==> src/rtl/instr_prefetch.sv <==
// Instruction prefetch buffer: fetches sequential words ahead of the core
// into a DEPTH-entry {pc, data} FIFO over a req/ack memory handshake.
// A redirect flushes the FIFO; a fetch already in flight is drained and its
// data dropped before the new target is requested.
// Optional feature macro: PREFETCH_BYPASS_EN. When defined, a word returning
// into an empty FIFO is presented to the core in the same cycle.
module instr_prefetch #(
    parameter int unsigned        DEPTH    = 4,
    parameter int unsigned        ADDR_W   = 16,
    parameter int unsigned        DATA_W   = 32,
    parameter logic [ADDR_W-1:0]  RESET_PC = '0
) (
    input  logic              Clock,
    input  logic              nReset,
    output logic              MemReq,
    output logic [ADDR_W-1:0] MemAddr,
    input  logic              MemAck,
    input  logic [DATA_W-1:0] MemRData,
    input  logic              Redirect,
    input  logic [ADDR_W-1:0] RedirectAddr,
    output logic              InstrValid,
    output logic [DATA_W-1:0] Instr,
    output logic [ADDR_W-1:0] InstrPC,
    input  logic              InstrTake
);

    localparam int unsigned       PTR_W      = $clog2(DEPTH);
    localparam int unsigned       CNT_W      = PTR_W + 1;
    localparam logic [CNT_W-1:0]  FULL       = CNT_W'(DEPTH);
    localparam logic [CNT_W-1:0]  ONE        = CNT_W'(1);
    localparam logic [PTR_W-1:0]  PTR_ONE    = PTR_W'(1);
    localparam logic [ADDR_W-1:0] WORD       = ADDR_W'(4);
    localparam logic [ADDR_W-1:0] ALIGN_MASK = ~ADDR_W'(3);

    typedef enum logic [1:0] {
        S_IDLE  = 2'd0,
        S_REQ   = 2'd1,
        S_DRAIN = 2'd2
    } state_t;

    state_t              state_q, state_d;
    logic [ADDR_W-1:0]   fetch_q, fetch_d;
    logic [ADDR_W-1:0]   target_q, target_d;
    logic [ADDR_W-1:0]   addr_d;
    logic                req_d;

    logic [CNT_W-1:0]    count_q, count_d;
    logic [PTR_W-1:0]    rd_ptr_q, wr_ptr_q, rd_ptr_inc;
    logic [ADDR_W-1:0]   pc_mem   [DEPTH];
    logic [DATA_W-1:0]   data_mem [DEPTH];

    logic                valid_q;
    logic [DATA_W-1:0]   instr_q, head_instr_d;
    logic [ADDR_W-1:0]   pc_q, head_pc_d;

    logic [ADDR_W-1:0]   redir_addr;
    logic                push, pop, bypass_take;

`ifdef PREFETCH_BYPASS_EN
    logic                bypass_hit;

    // Word returning into an empty FIFO is visible to the core this cycle
    assign bypass_hit = (state_q == S_REQ) && MemAck && !Redirect && (count_q == '0);
    assign InstrValid = valid_q | bypass_hit;
    assign Instr      = bypass_hit ? MemRData : instr_q;
    assign InstrPC    = bypass_hit ? MemAddr  : pc_q;
`else
    assign InstrValid = valid_q;
    assign Instr      = instr_q;
    assign InstrPC    = pc_q;
`endif

    // FIFO push/pop qualification and occupancy update
    always_comb begin
        redir_addr  = RedirectAddr & ALIGN_MASK;
        rd_ptr_inc  = rd_ptr_q + PTR_ONE;
        pop         = (count_q != '0) && InstrTake && !Redirect;
`ifdef PREFETCH_BYPASS_EN
        bypass_take = bypass_hit && InstrTake;
`else
        bypass_take = 1'b0;
`endif
        push        = (state_q == S_REQ) && MemAck && !Redirect && !bypass_take;
        if (Redirect) begin
            count_d = '0;
        end else begin
            count_d = count_q + CNT_W'(push) - CNT_W'(pop);
        end
    end

    // Fetch FSM next state, fetch address and registered request outputs
    always_comb begin
        state_d  = state_q;
        fetch_d  = fetch_q;
        target_d = target_q;
        addr_d   = MemAddr;
        case (state_q)
            S_IDLE: begin
                if (Redirect) begin
                    state_d  = S_REQ;
                    fetch_d  = redir_addr;
                    target_d = redir_addr;
                    addr_d   = redir_addr;
                end else if (count_q < FULL) begin
                    state_d = S_REQ;
                    addr_d  = fetch_q;
                end
            end
            S_REQ: begin
                if (Redirect) begin
                    target_d = redir_addr;
                    if (MemAck) begin
                        fetch_d = redir_addr;
                        addr_d  = redir_addr;
                    end else begin
                        state_d = S_DRAIN;
                    end
                end else if (MemAck) begin
                    fetch_d = fetch_q + WORD;
                    if (count_d < FULL) begin
                        addr_d = fetch_q + WORD;
                    end else begin
                        state_d = S_IDLE;
                    end
                end
            end
            S_DRAIN: begin
                if (Redirect) begin
                    target_d = redir_addr;
                    // Old request completes now, so the newest target can go out directly
                    if (MemAck) begin
                        state_d = S_REQ;
                        fetch_d = redir_addr;
                        addr_d  = redir_addr;
                    end
                end else if (MemAck) begin
                    state_d = S_REQ;
                    fetch_d = target_q;
                    addr_d  = target_q;
                end
            end
            default: begin
                state_d = S_IDLE;
            end
        endcase
        req_d = (state_d != S_IDLE);
    end

    // Next head entry for the registered core-side outputs
    always_comb begin
        head_instr_d = instr_q;
        head_pc_d    = pc_q;
        if (!Redirect) begin
            if (pop && (count_q > ONE)) begin
                head_instr_d = data_mem[rd_ptr_inc];
                head_pc_d    = pc_mem[rd_ptr_inc];
            end else if (push && ((count_q == '0) || (pop && (count_q == ONE)))) begin
                head_instr_d = MemRData;
                head_pc_d    = fetch_q;
            end
        end
    end

    // FSM state, fetch address and memory-side output registers
    always_ff @(posedge Clock or negedge nReset) begin
        if (!nReset) begin
            state_q  <= S_IDLE;
            fetch_q  <= RESET_PC;
            target_q <= '0;
            MemReq   <= 1'b0;
            MemAddr  <= '0;
        end else begin
            state_q  <= state_d;
            fetch_q  <= fetch_d;
            target_q <= target_d;
            MemReq   <= req_d;
            MemAddr  <= addr_d;
        end
    end

    // FIFO pointers and occupancy
    always_ff @(posedge Clock or negedge nReset) begin
        if (!nReset) begin
            rd_ptr_q <= '0;
            wr_ptr_q <= '0;
            count_q  <= '0;
        end else if (Redirect) begin
            rd_ptr_q <= '0;
            wr_ptr_q <= '0;
            count_q  <= '0;
        end else begin
            if (push) begin
                wr_ptr_q <= wr_ptr_q + PTR_ONE;
            end
            if (pop) begin
                rd_ptr_q <= rd_ptr_inc;
            end
            count_q <= count_d;
        end
    end

    // FIFO storage; contents are only meaningful below the occupancy count
    always_ff @(posedge Clock) begin
        if (push) begin
            pc_mem[wr_ptr_q]   <= fetch_q;
            data_mem[wr_ptr_q] <= MemRData;
        end
    end

    // Registered head outputs; head data holds its last value when empty
    always_ff @(posedge Clock or negedge nReset) begin
        if (!nReset) begin
            valid_q <= 1'b0;
            instr_q <= '0;
            pc_q    <= '0;
        end else begin
            valid_q <= (count_d != '0);
            instr_q <= head_instr_d;
            pc_q    <= head_pc_d;
        end
    end

endmodule

==> config.mk <==
export PLATFORM = sky130hd
export DESIGN_NAME = instr_prefetch
export DESIGN_NICKNAME = d
export VERILOG_FILES = /design/src/rtl/instr_prefetch.sv
export SDC_FILE = /design/constraint.sdc
export NUM_CORES = 1
export LEC_CHECK = 0
export ABC_AREA = 1
export CORE_ASPECT_RATIO = 1.25
export CORE_UTILIZATION = 62
export DETAILED_ROUTE_END_ITERATION = 8
export PLACE_DENSITY_LB_ADDON = 0.05
export SLEW_MARGIN = 40
export SYNTH_ARGS = -nofsm -noshare
export SYNTH_HDL_FRONTEND = slang
export SYNTH_SLANG_ARGS = --single-unit
==> constraint.sdc <==
create_clock -name Clock -period 6.2 [get_ports Clock]
set_input_delay 0.93 -clock Clock [delete_from_list [all_inputs] [get_ports Clock]]
set_output_delay 0.93 -clock Clock [all_outputs]
set_load 0.02 [all_outputs]
==> results of run 1 <==
[placed cells by master, fill, tap and decap left out, types with 7 or more instances in the layout]
master | synthesis | layout
dfrtp_1 | 105 | 104
buf_4 | 6 | 18
a21oi_1 | 102 | 102
nand3_2 | 11 | 11
nand3_1 | 74 | 74
nand2_1 | 281 | 280
inv_1 | 77 | 77
ha_1 | 11 | 11
nor2_1 | 209 | 205
edfxtp_1 | 192 | 192
o21ai_0 | 144 | 144
clkinv_2 | 0 | 7
o21a_1 | 26 | 26
clkbuf_16 | 0 | 29
clkdlybuf4s50_1 | 0 | 115
[routing by layer]
layer | part of all wire (%) | GRT usage (%)
met4 | 3.0 | 12.1
met5 | 0 | 0
met3 | 6.8 | 3.36
met2 | 52 | 53.7
met1 | 38 | 35.8
[cell type report]
class                   instances  area share [%]
flip-flops and latches        297            53.5
well taps                     274            2.19
clock inverters                16            1.18
clock buffers                  36            4.98
repair buffers                140            8.98
inverters                      82            1.98
multi-input cells             903            27.2
[how the worst max path moves through the flow]
stage	start	to	slack, ns
final	MemAck	MemAddr[3]	2.03
after global routing	MemAck	MemAddr[3]	1.83
after CTS	MemAck	MemAddr[3]	2.17
after detailed placement	MemAck	MemAddr[3]	1.67
after global placement	MemAck	MemAddr[3]	1.72
after floorplan	Redirect	data_mem[0][0]	2.44
[per-stage QoR]
| step | power (mW) | instances | instance area [µm²] | worst slack, ns |
|---|---|---|---|---|
| after detailed placement | 5.50 | 1696 | 14700 | 1.67 |
| after global routing | 7.69 | 1748 | 15700 | 1.83 |
| after floorplan | 4.52 | 1356 | 13300 | 2.44 |
| final | 7.26 | 1748 | 15700 | 2.03 |
| after CTS | 7.28 | 1748 | 15700 | 2.17 |
| after global placement | 5.42 | 1691 | 14600 | 1.72 |
[state kept, by name, indices dropped and copies added, names as in the netlist, 2 cells and up]
| name | cells |
|---|---|
| data_mem | 128 |
| pc_mem | 64 |
| Instr | 32 |
| InstrPC | 16 |
| MemAddr | 16 |
| fetch_q | 16 |
| target_q | 14 |
| count_q | 3 |
| rd_ptr_q | 2 |
| state_q | 2 |
| wr_ptr_q | 2 |
[where the power goes]
part           switching, mW  internal (mW)  total, mW
clock                  0.720           1.06       1.78
combinational           1.63          0.995       2.63
sequential             0.304           2.55       2.86
[kinds of logic after synthesis]
| family | after synthesis |
|---|---|
| flip-flops | 297 |
| multiplexers | 6 |
| buffers and inverters | 156 |
| AO/OA/AOI/OAI | 293 |
| AND/OR/NAND/NOR | 592 |
| adder cells (fa/ha/maj) | 12 |
==> results.py, run 1 <==
metrics = {
    "layout": {
        "num_antenna_cells": 0,
        "fill_cells": 1488,
        "multiInputGateArea_um2": 4260,
        "utilization_pct": 74.8,
        "area_delta_synth_final_pct": 17.7,
        "nets": 1517,
        "register_area_um2": 8390,
        "drive_gt1_share_pct": 7.26,
    },
    "clock_network": {
        "clk_latency_ns": 0.54,
        "clkTransAtPathRegs_ns": 0.06,
        "cts_setup_buffers": 0,
        "cts-resized-gates": 0,
        "postCtsHoldBufs": 0,
        "cts_sinks": 297,
        "clk_root_buffer_cell": "clkbuf_16",
        "clockBufferDepth": 3,
        "htree_levels": 1,
        "cts_tree": "done",
        "cts_buffers": 28,
    },
    "critical_path": {
        "critical_path.top_delay_family": "buffers and inverters",
        "worstPathArrival_ns": 4.57,
        "reg2reg_depth": 19,
        "cp_data_required_time_ns": 6.60,
        "max_stage_delay_ns": 1.04,
        "cp.depth": 15,
        "cpMostUsedCell": "o21ai_0",
        "cp_cell_sequence": "clkdlybuf4s50_1, inv_1, o21ai_0, o21ai_0, ha_1, inv_1, fa_1, nor2_1, nor2_1, nand2_1, o21ai_2, buf_4, a21oi_1, o21ai_0, o21ai_0",
        "start_kind": "primary input",
        "timing.rr.start": "state_q[1]",
        "r2r_end": "MemAddr[3]",
        "worstSetupEndpointType": "flip-flop",
        "r2r_setup_slack_ns": 2.95,
        "cp_num_buf_inv": 4,
        "critPathMaxFanout": 18,
        "crit_path_top_delay_cell": "clkdlybuf4s50_1",
        "path_class": "primary input to flip-flop",
    },
    "global_routing": {
        "grt_pass1_wl_um": 51400,
        "grt_overflow": 0,
        "grt_max_degree": 95,
        "grtUsageTotal_pct": 29.6,
        "grt_pass1_vias": 10300,
        "antenna_found_initial": 0,
    },
    "sta": {
        "period_share_pct": 67.2,
        "final.setup_skew_ns": 0.0142,
        "hold_viol": 0,
        "setup_viol": 0,
        "rsz0062_at_grt": "no",
        "fin_crit_ns": 4.17,
        "tightestPinTransition_ns": 0.882,
        "max_freq_ghz": 0.240,
        "final_max_slew_viol_count": 0,
        "fin_hold_ws_ns": 0.400,
        "fin_tns_setup_ns": 0,
        "slew_headroom_pct": 41.0,
    },
    "synthesis": {
        "synthArstFlopShare_pct": 35.4,
        "synthSimpleGateAreaFrac_pct": 18.3,
        "synth_xor_area_share_pct": 0,
        "synthDistinctLibCells": 36,
        "synth_top_family_by_area": "simple AND/OR/NAND/NOR gates",
        "synth_edf_count": 192,
        "synth_area_um2": 13300,
        "synthTopCellsByCount": "nand2_1 (281), nor2_1 (209), edfxtp_1 (192)",
        "yosysTopAreaCellShare_pct": 43.2,
        "synth_compound_area_share_pct": 11.7,
        "synth_most_common_cell": "nand2_1",
        "synthesis.nets": 1421,
        "post-synth-top-area-cell": "edfxtp_1",
        "yosys_warnings": 0,
        "synth.mux.area_fraction_pct": 0.507,
        "syn_inst": 1356,
        "yosysSeqAreaShare_pct": 63.0,
        "synthTopCellsByArea": "edfxtp_1 (43%), dfrtp_1 (20%), nand2_1 (7.9%)",
        "synth-adder-area-share_pct": 1.18,
        "ys.flop_type": "edfxtp_1",
        "synth_seq_cells": 297,
        "syn_avg_cell_area_um2": 9.83,
    },
    "drt": {
        "dr.pass1.iters": 7,
        "drt_iter0_markers": 779,
        "ant_nets": 0,
        "avgRoutedWirePerCell_um": 18.3,
        "wirelength_um": 31900,
        "post-route-drc-count": 0,
        "via_per_inst": 5.85,
        "dr_total_vias": 10200,
    },
    "placement": {
        "place_hpwl_um": 19700,
        "gp_congestion": 0.881,
        "portBuffers": 116,
    },
    "die": {
        "initial_utilization_pct": 63.6,
        "die_area_um2": 22100,
        "num_rows": 59,
        "top_level_ports": 119,
        "die_w_um": 133,
        "die_height_um": 166,
        "core_area_um2": 21000,
    },
    "status": {
        "status": "finished, final reports clean",
    },
    "hold_path": {
        "hp-class": "primary input to asynchronous set/reset pin",
    },
    "flow_run": {
        "drv_cap": 0,
    },
    "pwr": {
        "leakagePower_nw": 6.28,
        "power_per_cell_area_nw_per_um2": 463,
        "vdd_drop_max_mv": 0.459,
    },
}
(Power assumes the default switching activity.)
==> inputs of run 2 (changes only) <==
CORE_UTILIZATION = 58   (was 62)
clock period = 4 ns   (was 6.2 ns; I/O delays follow)
==> run 2 against run 1 <==
Compared with the run above: clock power is 51% higher; design area down 0.45%; non-clock buffer count unchanged; sequential share of layout area rose by 0.24 points; setup slack worse by 1.2 ns; flip-flop and latch count did not move; global-route usage shrank 2.1 points; wire length fell by 2.3%; power rose by 54%; largest power group unchanged; highest routed layer unchanged.
==> results.py, run 2 (synthesized netlist as in run 1, its figures left out) <==
metrics = {
    "drt": {
        "wirelength_um": 31200,
        "post-route-drc-count": 0,
        "ant_nets": 0,
        "avgRoutedWirePerCell_um": 17.7,
        "dr_total_vias": 10000,
        "via_per_inst": 5.70,
        "dr.pass1.iters": 5,
        "drt_iter0_markers": 651,
    },
    "sta": {
        "hold_viol": 0,
        "tightestPinTransition_ns": 0.845,
        "setup_slack_ns": 0.874,
        "slew_headroom_pct": 43.5,
        "rsz0062_at_grt": "no",
        "final.setup_skew_ns": 0.0149,
        "final_max_slew_viol_count": 0,
        "fin_tns_setup_ns": 0,
        "setup_viol": 0,
        "period_share_pct": 78.2,
        "fin_crit_ns": 3.13,
        "max_freq_ghz": 0.320,
    },
    "clock_network": {
        "postCtsHoldBufs": 0,
        "cts_buffers": 29,
        "htree_levels": 1,
        "clk_root_buffer_cell": "clkbuf_16",
        "cts_setup_buffers": 0,
        "clkTransAtPathRegs_ns": 0.06,
        "cts_sinks": 297,
        "clockBufferDepth": 3,
        "clk_latency_ns": 0.54,
        "cts-resized-gates": 0,
        "cts_tree": "done",
    },
    "placement": {
        "dp.cells": 1705,
        "gp_congestion": 0.863,
        "pre_cts_ws_ns": 0.447,
        "place_hpwl_um": 18700,
        "portBuffers": 116,
    },
    "die": {
        "initial_utilization_pct": 59.6,
        "top_level_ports": 119,
        "die_height_um": 172,
        "die_area_um2": 23600,
        "die_w_um": 138,
        "core_area_um2": 22400,
        "num_rows": 61,
    },
    "layout": {
        "num_antenna_cells": 0,
        "final_cell_mix": "nand2_1 (281), nor2_1 (205), edfxtp_1 (192)",
        "multiInputGateArea_um2": 4260,
        "nets": 1518,
        "area_delta_synth_final_pct": 17.1,
        "register_area_um2": 8390,
        "largest_reg_flops": 128,
        "layout_commonest_cell": "nand2_1",
        "largest-register": "data_mem",
        "drive_gt1_share_pct": 7.05,
        "fill_cells": 1691,
        "layout.cells.non_filler": 1758,
    },
    "critical_path": {
        "path_class": "flip-flop to flip-flop",
        "start_kind": "flip-flop",
        "critPathMaxFanout": 19,
        "worstPathArrival_ns": 3.58,
        "cp_data_required_time_ns": 4.45,
        "worstSetupEndpointType": "flip-flop",
    },
    "status": {
        "status": "finished, final reports clean",
    },
    "pwr": {
        "power_per_cell_area_nw_per_um2": 714,
        "leakagePower_nw": 6.24,
        "vdd_drop_max_mv": 0.541,
    },
    "flow_run": {
        "drv_cap": 0,
    },
    "global_routing": {
        "grt_pass1_wl_um": 50000,
        "grtUsageTotal_pct": 27.5,
        "grt_pass1_vias": 9734,
        "grt_overflow": 0,
        "grt_max_degree": 76,
        "antenna_found_initial": 0,
    },
    "hold_path": {
        "hp-class": "primary input to asynchronous set/reset pin",
    },
}
## run 2: cell types whose count changed in the layout (fill, tap and decap cells not counted), moves of 2 or more
cell	change
clkbuf_1	+6
buf_12	+2
buf_6	-2
clkinv_2	-3
buf_4	+5
buf_16	-2
inv_2	+2
buf_8	-3
inv_1	-2
## run 2: final timing paths
check	cells after the start	startpoint	slack (ns)	endpoint
hold reg to reg	2	Instr[22]	0.48	Instr[22]
min in group Clock	2	Instr[22]	0.48	Instr[22]
max in group asynchronous	2	nReset	3.14	Instr[28]
setup / recovery	19	state_q[1]	0.87	MemAddr[1]
hold / removal	1	nReset	0.07	count_q[2]
setup reg to reg	19	state_q[1]	0.87	MemAddr[1]
## run 2: area by class of cell
cell class | instances | area share, %
well taps | 283 | 2.27
inverters | 82 | 1.99
clock inverters | 12 | 0.897
repair buffers | 140 | 8.73
flip-flops and latches | 297 | 53.7
multi-input cells | 903 | 27.3
clock buffers | 41 | 5.06
## run 2: power breakdown
group | switching, mW | leakage [nW] | internal (mW)
clock | 1.11 | 0.453 | 1.57
combinational | 2.52 | 2.81 | 1.53
sequential | 0.461 | 2.98 | 3.96
## run 2: stage by stage
step	hold WS (ns)	cell area (µm²)	power [mW]	util [%]
after floorplan	0.304	13300	7.01	-
after global placement	0.464	14700	8.41	65.7
after CTS	0.0789	15600	11.2	69.8
after global routing	0.111	15600	11.8	69.8
final	0.0723	15600	11.2	69.8
after detailed placement	0.468	14700	8.50	65.7
## run 2: critical path: stages (launching register included)
cell and delay [ns]:
dfrtp_1 0.42, inv_1 0.12, ha_1 0.22, inv_4 0.11, nor2_8 0.12, nand2_4 0.12, inv_1 0.12, nand2_1 0.05
o21ai_0 0.08, ha_1 0.17, inv_1 0.05, fa_1 0.37, nor2_1 0.09, nor2_1 0.04, nand2_1 0.15, o21ai_2 0.07
buf_4 0.21, inv_2 0.26, nand2_1 0.10, o21ai_0 0.14
## run 2: per-layer routing
metal | global-route usage (%) | vias up | share of wire, %
li1 | - | 4785 | -
met1 | 35.0 | 4820 | 41
met2 | 48.5 | 355 | 51
met3 | 2.95 | 56 | 6.1
met4 | 9.70 | 0 | 2.4
met5 | 0 | - | 0
==> inputs of run 3 (changes only) <==
clock period = 2.9 ns   (was 4 ns; I/O delays follow)
==> run 3 against run 2 <==
Compared with the run above: register-to-register slack worse by 0.66 ns; clock skew is 0.015 ns higher; wire length increased by 1.1%; clock power is 41% higher; largest cell class unchanged; non-clock buffer count rose by 25.
==> results.py, run 3 (synthesized netlist as in run 1, its figures left out) <==
metrics = {
    "status": {
        "status": "finished, final reports clean",
    },
    "critical_path": {
        "max_stage_delay_ns": 0.41,
        "worstPathArrival_ns": 3.10,
        "crit_path_top_delay_cell": "dfrtp_1",
        "reg2reg_depth": 19,
        "worstSetupEndpointType": "flip-flop",
        "cp_data_required_time_ns": 3.32,
        "start_kind": "flip-flop",
        "path_class": "flip-flop to flip-flop",
        "cpMostUsedCell": "o21ai_0",
        "critical_path.top_delay_family": "adder cells",
        "cp_num_buf_inv": 6,
        "r2r_end": "MemAddr[0]",
        "r2r_setup_slack_ns": 0.22,
        "critPathMaxFanout": 8,
        "cp_cell_sequence": "inv_2, ha_4, clkinv_4, nor2_8, nand2_4, inv_1, nand2_1, o21ai_0, ha_1, inv_1, fa_1, nor2_1, nor2_1, nand2_2, o21ai_4, buf_4, clkbuf_16, o21ai_0, o21ai_0",
        "timing.rr.start": "state_q[1]",
    },
    "placement": {
        "pre_cts_ws_ns": -0.0927,
        "place_hpwl_um": 19300,
        "gp_congestion": 0.927,
        "portBuffers": 116,
        "dpl_cell_area_um2": 14900,
    },
    "sta": {
        "max_freq_ghz": 0.373,
        "rsz0062_at_grt": "no",
        "hold_viol": 0,
        "setup_slack_ns": 0.217,
        "slew_headroom_pct": 48.8,
        "fin_crit_ns": 2.68,
        "tightestPinTransition_ns": 0.769,
        "period_share_pct": 92.5,
        "final.setup_skew_ns": 0.0302,
        "setup_viol": 0,
        "fin_hold_ws_ns": 0.482,
        "final_max_slew_viol_count": 0,
    },
    "layout": {
        "final_cell_mix": "nand2_1 (280), nor2_1 (205), edfxtp_1 (192)",
        "num_antenna_cells": 0,
        "area_delta_synth_final_pct": 20.0,
        "largest-register": "data_mem",
        "nets": 1543,
        "final_cell_area_um2": 16000,
        "drive_gt1_share_pct": 9.19,
        "utilization_pct": 71.6,
        "fill_cells": 1622,
        "largest_reg_flops": 128,
        "layout_commonest_cell": "nand2_1",
    },
    "hold_path": {
        "hold_depth": 2,
        "hp-class": "flip-flop to flip-flop",
        "whs_endpoint": "Instr[25]",
        "hold_path_startpoint": "Instr[25]",
    },
    "clock_network": {
        "clockBufferDepth": 3,
        "clk_latency_ns": 0.56,
        "cts_buffers": 29,
        "cts_sinks": 297,
        "clkTransAtPathRegs_ns": 0.06,
        "clk_root_buffer_cell": "clkbuf_16",
        "cts_tree": "done",
        "htree_levels": 1,
    },
    "drt": {
        "drt_iter0_markers": 729,
        "via_per_inst": 5.69,
        "dr_total_vias": 10200,
        "wirelength_um": 31500,
        "avgRoutedWirePerCell_um": 17.7,
        "dr.pass1.iters": 7,
        "ant_nets": 0,
        "post-route-drc-count": 0,
    },
    "global_routing": {
        "grt_pass1_wl_um": 49900,
        "antenna_found_initial": 0,
        "grt_overflow": 0,
        "grt_pass1_vias": 9878,
        "grt_max_degree": 60,
        "grtUsageTotal_pct": 27.7,
    },
    "die": {
        "core_area_um2": 22400,
        "num_rows": 61,
        "initial_utilization_pct": 59.6,
        "die_area_um2": 23600,
        "die_height_um": 172,
        "die_w_um": 138,
        "top_level_ports": 119,
    },
    "pwr": {
        "leakagePower_nw": 6.42,
        "total_power_mw": 15.9,
        "vdd_drop_max_mv": 0.876,
        "power_per_cell_area_nw_per_um2": 994,
    },
    "flow_run": {
        "drv_cap": 0,
    },
}
## run 3: report_power, final
part	total, mW	internal [mW]	leakage (nW)	switching [mW]
Clock	3.78	2.21	0.469	1.58
Sequential	6.11	5.46	2.98	0.655
Combinational	6.01	2.40	2.97	3.61
Total	15.9	10.1	6.42	5.84
## run 3: worst max path at each step
| stage | start | endpoint | slack [ns] | cells past startpoint |
|---|---|---|---|---|
| final | state_q[1] | MemAddr[0] | 0.22 | 19 |
| after global routing | state_q[1] | MemAddr[0] | 0.02 | 19 |
| after CTS | state_q[1] | MemAddr[3] | 0.06 | 15 |
| after detailed placement | MemAck | MemAddr[3] | -0.09 | 15 |
| after global placement | MemAck | MemAddr[3] | -0.02 | 15 |
| after floorplan | state_q[1] | data_mem[0][0] | -0.56 | 7 |
## run 3: per-layer routing
layer  up-vias  global-route usage, %  wire length, µm
li1       4847                      -                -
met1      4875                   33.8            12300
met2       367                   49.6            16400
met3        68                   3.30             1920
met4         0                   10.8              965
met5         -                      0                0
## run 3: stage by stage
step,TNS (ns),std cells
floorplan,-107.12,1356
global placement,-0.0263,1723
detailed placement,-0.836,1723
CTS,0,1778
global route,0,1784
finish,0,1784
## run 3: cell type report
| type | instances | area [µm²] | share of cell area (%) |
|---|---|---|---|
| Clock buffer | 39 | 833 | 5.21 |
| Multi-Input combinational cell | 903 | 4280 | 26.8 |
| Timing Repair Buffer | 165 | 1670 | 10.4 |
| Sequential cell | 297 | 8390 | 52.4 |
| Inverter | 82 | 315 | 1.97 |
| Clock inverter | 15 | 153 | 0.954 |
| Tap cell | 283 | 354 | 2.21 |
## run 3: repair_timing
action / CTS / global route
endpoints found under the hold margin: 44 / 0
gates resized for setup: 0 / 9
setup endpoints to repair: 0 / 16
setup buffers: 0 / 5
hold buffers: 1 / 0
## run 3: worst reg2reg max path: cells and delay by family, from the launching register on
kind,cells,cell delay (ns)
AO/OA/AOI/OAI,4,0.40
adder cells (fa/ha/maj),3,0.68
AND/OR/NAND/NOR,6,0.45
flip-flops,1,0.41
buffers and inverters,6,0.62
